$ cat src/rtl/pipelined_add_sub.sv
// Segmented, pipelined two's-complement adder/subtractor with valid/ready on both sides.
// Optional signed saturation of the result is enabled by defining ADDSUB_SAT_EN.
module pipelined_add_sub #(
    parameter int unsigned WIDTH = 16,
    parameter int unsigned SEG   = 4
) (
    input  logic             clk,
    input  logic             rst,
    input  logic             in_valid,
    output logic             in_ready,
    input  logic [WIDTH-1:0] a,
    input  logic [WIDTH-1:0] b,
    input  logic             cin,
    input  logic             sub,
    output logic             out_valid,
    input  logic             out_ready,
    output logic [WIDTH-1:0] sum,
    output logic             cout,
    output logic             ovf
);

    localparam int unsigned SEG_SAFE = (SEG == 0) ? 1 : SEG;
    localparam int unsigned STAGES   = (SEG == 0 || SEG > WIDTH) ? 1 : WIDTH / SEG;
    localparam int          LAST     = STAGES - 1;

    if (SEG == 0 || SEG > WIDTH || (WIDTH % SEG_SAFE) != 0) begin : g_bad_cfg
        $error("pipelined_add_sub: WIDTH must be a non-zero multiple of SEG");
    end

    logic [STAGES-1:0] r_vld;
    logic [STAGES-1:0] r_c;
    logic [WIDTH-1:0]  r_a [STAGES];
    logic [WIDTH-1:0]  r_b [STAGES];
    logic [WIDTH-1:0]  r_s [STAGES];
    logic              r_ovf;

    logic              w_stall;
    logic              w_in_ready;
    logic [STAGES-1:0] w_v;
    logic [STAGES-1:0] w_ci;
    logic [WIDTH-1:0]  w_a  [STAGES];
    logic [WIDTH-1:0]  w_b  [STAGES];
    logic [WIDTH-1:0]  w_si [STAGES];
    logic [WIDTH-1:0]  w_s  [STAGES];
    logic [SEG:0]      w_seg [STAGES];
    logic              w_ovf;
    logic [WIDTH-1:0]  w_res;

    assign w_stall    = r_vld[LAST] && !out_ready;
    assign w_in_ready = !rst && !w_stall;

    always_comb begin
        // Stage 0 folds subtraction into an add: a + ~b + ~cin.
        w_v[0]  = in_valid && w_in_ready;
        w_a[0]  = a;
        w_b[0]  = sub ? ~b : b;
        w_ci[0] = sub ? ~cin : cin;
        w_si[0] = '0;
        for (int k = 1; k < STAGES; k++) begin
            w_v[k]  = r_vld[k-1];
            w_a[k]  = r_a[k-1];
            w_b[k]  = r_b[k-1];
            w_ci[k] = r_c[k-1];
            w_si[k] = r_s[k-1];
        end
        for (int k = 0; k < STAGES; k++) begin
            w_seg[k] = {1'b0, w_a[k][k*SEG +: SEG]} + {1'b0, w_b[k][k*SEG +: SEG]}
                     + {{SEG{1'b0}}, w_ci[k]};
            w_s[k]   = w_si[k];
            w_s[k][k*SEG +: SEG] = w_seg[k][SEG-1:0];
        end

        w_ovf = (w_a[LAST][WIDTH-1] == w_b[LAST][WIDTH-1])
             && (w_s[LAST][WIDTH-1] != w_a[LAST][WIDTH-1]);
`ifdef ADDSUB_SAT_EN
        w_res = w_s[LAST];
        if (w_ovf) begin
            w_res = w_a[LAST][WIDTH-1] ? {1'b1, {(WIDTH-1){1'b0}}} : {1'b0, {(WIDTH-1){1'b1}}};
        end
`else
        w_res = w_s[LAST];
`endif
    end

    // The whole pipe advances or holds as one; bubbles are never collapsed.
    always_ff @(posedge clk) begin
        if (rst) begin
            r_vld <= '0;
            r_c   <= '0;
            r_ovf <= 1'b0;
            for (int k = 0; k < STAGES; k++) begin
                r_a[k] <= '0;
                r_b[k] <= '0;
                r_s[k] <= '0;
            end
        end else if (!w_stall) begin
            r_vld <= w_v;
            for (int k = 0; k < STAGES; k++) begin
                if (w_v[k]) begin
                    r_a[k] <= w_a[k];
                    r_b[k] <= w_b[k];
                    r_c[k] <= w_seg[k][SEG];
                    r_s[k] <= (k == LAST) ? w_res : w_s[k];
                end
            end
            if (w_v[LAST]) begin
                r_ovf <= w_ovf;
            end
        end
    end

    assign in_ready  = w_in_ready;
    assign out_valid = r_vld[LAST];
    assign sum       = r_s[LAST];
    assign cout      = r_c[LAST];
    assign ovf       = r_ovf;

endmodule

$ cat config.mk
export PLATFORM = sky130hd
export DESIGN_NAME = pipelined_add_sub
export DESIGN_NICKNAME = d
export VERILOG_FILES = /design/src/rtl/pipelined_add_sub.sv
export SDC_FILE = /design/constraint.sdc
export NUM_CORES = 1
export LEC_CHECK = 0
export BUFFER_PORTS_ARGS = -buffer_cell sky130_fd_sc_hd__buf_2
export CORE_MARGIN = 2
export CORE_UTILIZATION = 59
export CTS_CLUSTER_DIAMETER = 150
export DETAILED_ROUTE_END_ITERATION = 12
export GPL_TIMING_DRIVEN = 0
export PLACE_DENSITY_LB_ADDON = 0.1
export SETUP_SLACK_MARGIN = 0.15
export SKIP_CTS_REPAIR_TIMING = 1
export SLEW_MARGIN = 20
export SYNTH_ARGS = -nofsm -noshare
export SYNTH_HDL_FRONTEND = slang
export SYNTH_SLANG_ARGS = --single-unit
$ cat constraint.sdc
create_clock -name clk -period 7.3 [get_ports clk]
set_clock_uncertainty 0.15 [all_clocks]
set_input_delay 0.365 -clock clk [delete_from_list [all_inputs] [get_ports clk]]
set_output_delay 0.365 -clock clk [all_outputs]
set_load 0.005 [all_outputs]
Word-level counts from Yosys, hierarchy flattened
Memory sizes are Yosys's and may differ from the RTL's.
Cells that the tools add are included.
{"block": "totals", "reg_bits": 9, "latchBits": 0, "ramBits": 192, "romBits": 0, "inputBits": 38, "output_inout_bits": 20, "word_cells": 77, "mem_count": 3}
{"memory": "r_a", "words": 4, "width": 16, "read_ports": 3, "rd_clocked_by_memory_dff": 0, "write_ports": 4, "line_no": "32", "rtl": "logic [WIDTH-1:0] r_a [STAGES];"}
{"memory": "r_b", "words": 4, "width": 16, "read_ports": 3, "rd_clocked_by_memory_dff": 0, "write_ports": 4, "line_no": "33", "rtl": "logic [WIDTH-1:0] r_b [STAGES];"}
{"memory": "r_s", "words": 4, "width": 16, "read_ports": 4, "rd_clocked_by_memory_dff": 0, "write_ports": 4, "line_no": "34", "rtl": "logic [WIDTH-1:0] r_s [STAGES];"}
{"block": "classes", "n_addsub": 8, "mul": 0, "div_mod_pow": 0, "n_lt_le_gt_ge": 0, "n_eq_ne": 2, "shifts": 0, "muxes": 32, "bitwise": 15, "n_reduce_logical": 11}
{"op": "16-bit 2-to-1 mux", "count": 13}
{"op": "4-bit by 4-bit adder with 5-bit output", "count": 4}
{"op": "5-bit by 1-bit adder with 5-bit output", "count": 4}
{"op": "1-bit 2-to-1 mux", "count": 19}
{"op": "16-bit inverter", "count": 1}
{"op": "1-bit OR", "count": 12}
{"op": "2-bit AND reduction", "count": 4}
{"op": "1-bit logical AND", "count": 4}
{"op": "1-bit logical NOT", "count": 3}
{"op": "1-bit inverter", "count": 2}
{"op": "1-bit == test", "count": 1}
{"op": "1-bit inequality test", "count": 1}

Depth between registers and ports, before layout
{"block": "depth", "word_depth": 10, "depth_mapped": 8, "depth_no_buf": 6}

Worst setup path before layout
No wires, ideal clock.
{"block": "synth_path", "path_type": "register to register", "from": "register r_vld[3]", "to": "memory r_a[1][8] (netlist: r_a[0][24]) (enable)", "setup_ns": 0.438, "arrival_ns": 2.358, "required_time_ns": 6.712, "slack_ns": 4.353, "stages_incl_launch_ff": 4, "n_path_buf": 1, "synth_period_minus_slack_ns": 2.947, "cell_sequence": "dfxtp_1 nor2b_4 buf_2 o21ai_0"}
{"element": "start: declaration", "line_no": "30", "rtl": "logic [STAGES-1:0] r_vld;"}
{"element": "start signal: assignment", "line_no": "97", "rtl": "r_vld <= w_v;"}
{"element": "end: declaration", "line_no": "32"}

Final worst setup path
{"block": "layout_path", "from": "input port sub", "to": "register r_c[0]"}
{"block": "layout_via", "elab_chain_cells": 3, "word_cells_on_any_way": 4, "classes_between": "add/sub (2); mux (2)"}
{"element": "start: declaration", "line_no": "14", "rtl": "input logic sub,"}
{"element": "16-bit 2-to-1 mux", "line_no": "56", "rtl": "w_b[0] = sub ? ~b : b;"}
{"element": "4-bit by 4-bit adder with 5-bit output", "line_no": "67", "rtl": "w_seg[k] = {1'b0, w_a[k][k*SEG +: SEG]} + {1'b0, w_b[k][k*SEG +: SEG]}"}
{"element": "5-bit by 1-bit adder with 5-bit output *", "line_no": "68", "rtl": "+ {{SEG{1'b0}}, w_ci[k]};"}
{"element": "end signal: indexed assignment", "line_no": "102", "rtl": "r_c[k] <= w_seg[k][SEG];"}
{"element": "end: declaration", "line_no": "31", "rtl": "logic [STAGES-1:0] r_c;"}
Every way passes the cells marked *; elsewhere a longest branch is shown, timed or not.
A chain may end at the register's enable or synchronous reset.

==> qor.txt <==
RSZ-0062 raised after global routing: false
Leading area contributor after synthesis: edfxtp_1
Register area share after synthesis: 0.654
Clock-pin transition on the worst setup and hold timing paths: 0.09 ns
Placeable Area: 7180 um^2
Util after Layout: 0.693
Mean Syn Cell Area: 14.1 um^2
Relative slew slack: 0.491
Crit path largest cell delay: 0.45 ns
PD cells: 231 nW/um^2
Avg Vias per Cell: 4.94
Gate count after technology mapping: 306
Syn nets: 364
Nets: 432
CP Buf/Inv Count: 2
Worst Setup End Kind: flop
Worst path required time: 7.37 ns
RePlAce Congestion: 0.774
Initial core utilization: 0.601
CTS tree: built
Port bufs: 56
Antenna diodes: 0
DRT Wirelength: 6000 um
Clock Latency Late Sink: 0.35 ns
Synth cell types: 36
Arrival time of the worst setup path: 2.26 ns
Final hold vios: 0
Chip width: 89.5 um
DP Area: 4740 um^2
Worst vdd ir: 0.000106 V
Status: finished, final reports clean
Crit path max fanout: 10
Mapped Area: 4310 um^2
Max clock buf depth: 2
CP max stage cell: fa_1
Slew at the pin with the worst max-slew slack: 0.764 ns
Pre-Repair DR Iteration Count: 4
IO Pins: 58
DP HPWL: 4580 um
Setup violations, final: 0
Min Clock Period, post-route: 2.19 ns
GRT Util Overall: 0.168
Pre-CTS setup slack: 4.70 ns
Placed Cells: 462
Achievable Freq: 457 MHz
CP top delay family: adder cells
Final worst setup slack: 5.11 ns
Area grow syn2layout: 15.3%
Setup CP Type: input port to flop
Worst-path cell chain: buf_2, buf_2, xor2_1, fa_1, fa_1, a21o_1, a21oi_1, o21ai_0
Remaining antenna violation count: 0
CP Launch Type: input port
Die height: 89.5 um
Syn. warnings: 0
Setup slack, reg-to-reg: 5.32 ns
Die area: 8010 um^2
Routed length per instance: 12.6 um
Leakage: 2.04 nW
H-Tree Depth: 3
GRT overflow: 0
Tcrit/Tclk final: 0.300
Largest net degree at the start of global routing: 29
Iteration-0 DRC Markers: 102
Number of global-route vias before repair: 2153
Final Max Slew Viols: 0
#FFs+latches synth: 97
Hold WC Path Type: input port to flop
CTS root buf: clkbuf_8
Max Cap Viol: 0
Synth top area share: 0.613
Antenna violations before repair: 0
Via count: 2359
Clk sink count: 97
Final non-filler cell total: 478
Post-route DRC: 0
Share of cells above drive strength 1: 0.224
Sum Neg Setup Slack: 0 ns
Number of buffers created by CTS: 9
Design area: 4970 um^2
Leading post-synthesis cells by cell area: edfxtp_1 (61%), and2_1 (9.6%), dfxtp_1 (4.2%)
Row count: 31
First-pass GRT wire length: 9890 um
## synthesized netlist by cell type (all sizes together)
cell,count
nand4b,1
nor2b,6
nand2,3
nand2b,1
a21o,9
o211ai,2
edfxtp,88
and2,66
dfxtp,9
and3,1
or4,2
a211oi,2
a21boi,1
nand3,4
a21oi,10
and3b,1
nand4,3
nor3,4
mux2i,3
nor2,16
clkbuf,7
o22ai,1
fa,8
ha,12
xor2,5
inv,11
xnor2,14
o21ai,5
nor3b,3
nor4,1
o41ai,1
buf,6
## per-layer routing
metal	vias to the layer above	global-route usage	share of wire
met5	-	0	0
met4	0	0.0896	0.021
met3	9	0.0277	0.045
met2	67	0.279	0.50
met1	1074	0.211	0.44
li1	1209	-	-
## final cells by class
class                      instances  area (um^2)
buffer                            13         62.6
tap                               99          124
timing repair buffer              57          292
clock inverter                     6          106
sequential                        97         2820
fill                             527         2200
clock buffer                      10          128
inverter                          11         41.3
multi-input combinational        185         1400
## through the flow
| step | power (W) | hold WS (ns) |
|---|---|---|
| detailed placement | 0.000768 | 0.312 |
| global route | 0.00119 | 0.131 |
| CTS | 0.00116 | 0.119 |
| global placement | 0.000763 | 0.309 |
| floorplan | 0.000732 | 0.317 |
| finish | 0.00115 | 0.132 |
## final timing paths
kind | cells past startpoint | endpoint | start
setup reg to reg | 5 | r_c[3] | r_b[0][44]
setup / recovery | 8 | r_c[0] | sub
hold / removal | 2 | r_a[0][7] | a[7]
hold reg to reg | 2 | r_c[3] | r_c[3]
## report_power, final
group	total [W]	internal, W	leakage (nW)	switching [W]
registers	0.000654	0.000643	1.00	0.0000104
logic	0.000100	0.0000453	0.926	0.0000548
clock network	0.000393	0.000226	0.116	0.000167
## cells in the final DEF (no fill, tap or decap), drive strengths merged, types with 2 or more instances in the layout
cell    synthesis  final
or4             2      2
nand2           3      3
clkbuf          7     17
nand4           3      3
o211ai          2      2
nor2           16     16
clkinv          0      3
dfxtp           9      9
edfxtp         88     88
buf             6     63
fa              8      8
a21o            9      9
mux2i           3      3
a211oi          2      2
nor3b           3      3
inv            11     11
ha             12     12
a21oi          10     10
bufinv          0      3
xnor2          14     14
xor2            5      5
o21ai           5      5
nor2b           6      6
and2           66     66
nand3           4      4
nor3            4      4
## worst register-to-register path, cell delays in order (launching register included)
cell and delay (ns):
edfxtp_1 0.41, fa_1 0.45, fa_1 0.43, a21o_1 0.19
a21oi_1 0.14, o22ai_1 0.08
## sequential cells by signal, indices dropped and copies added (netlist names)
register  cells
r_b          24
r_vld         4
r_c           4
ovf           1
r_s          40
r_a          24
## cell families (layout without fill, tap and decap cells)
kind of cell	count (synthesis)	after routing	share of synthesized area
compound gates	31	31	0.0453
buf+inv	24	97	0.0241
xor+xnor	19	19	0.0386
simple gates	112	112	0.159
fa+ha+maj	20	20	0.0719
mux	3	3	0.00696
flops	97	97	0.654
(Power assumes the default switching activity.)
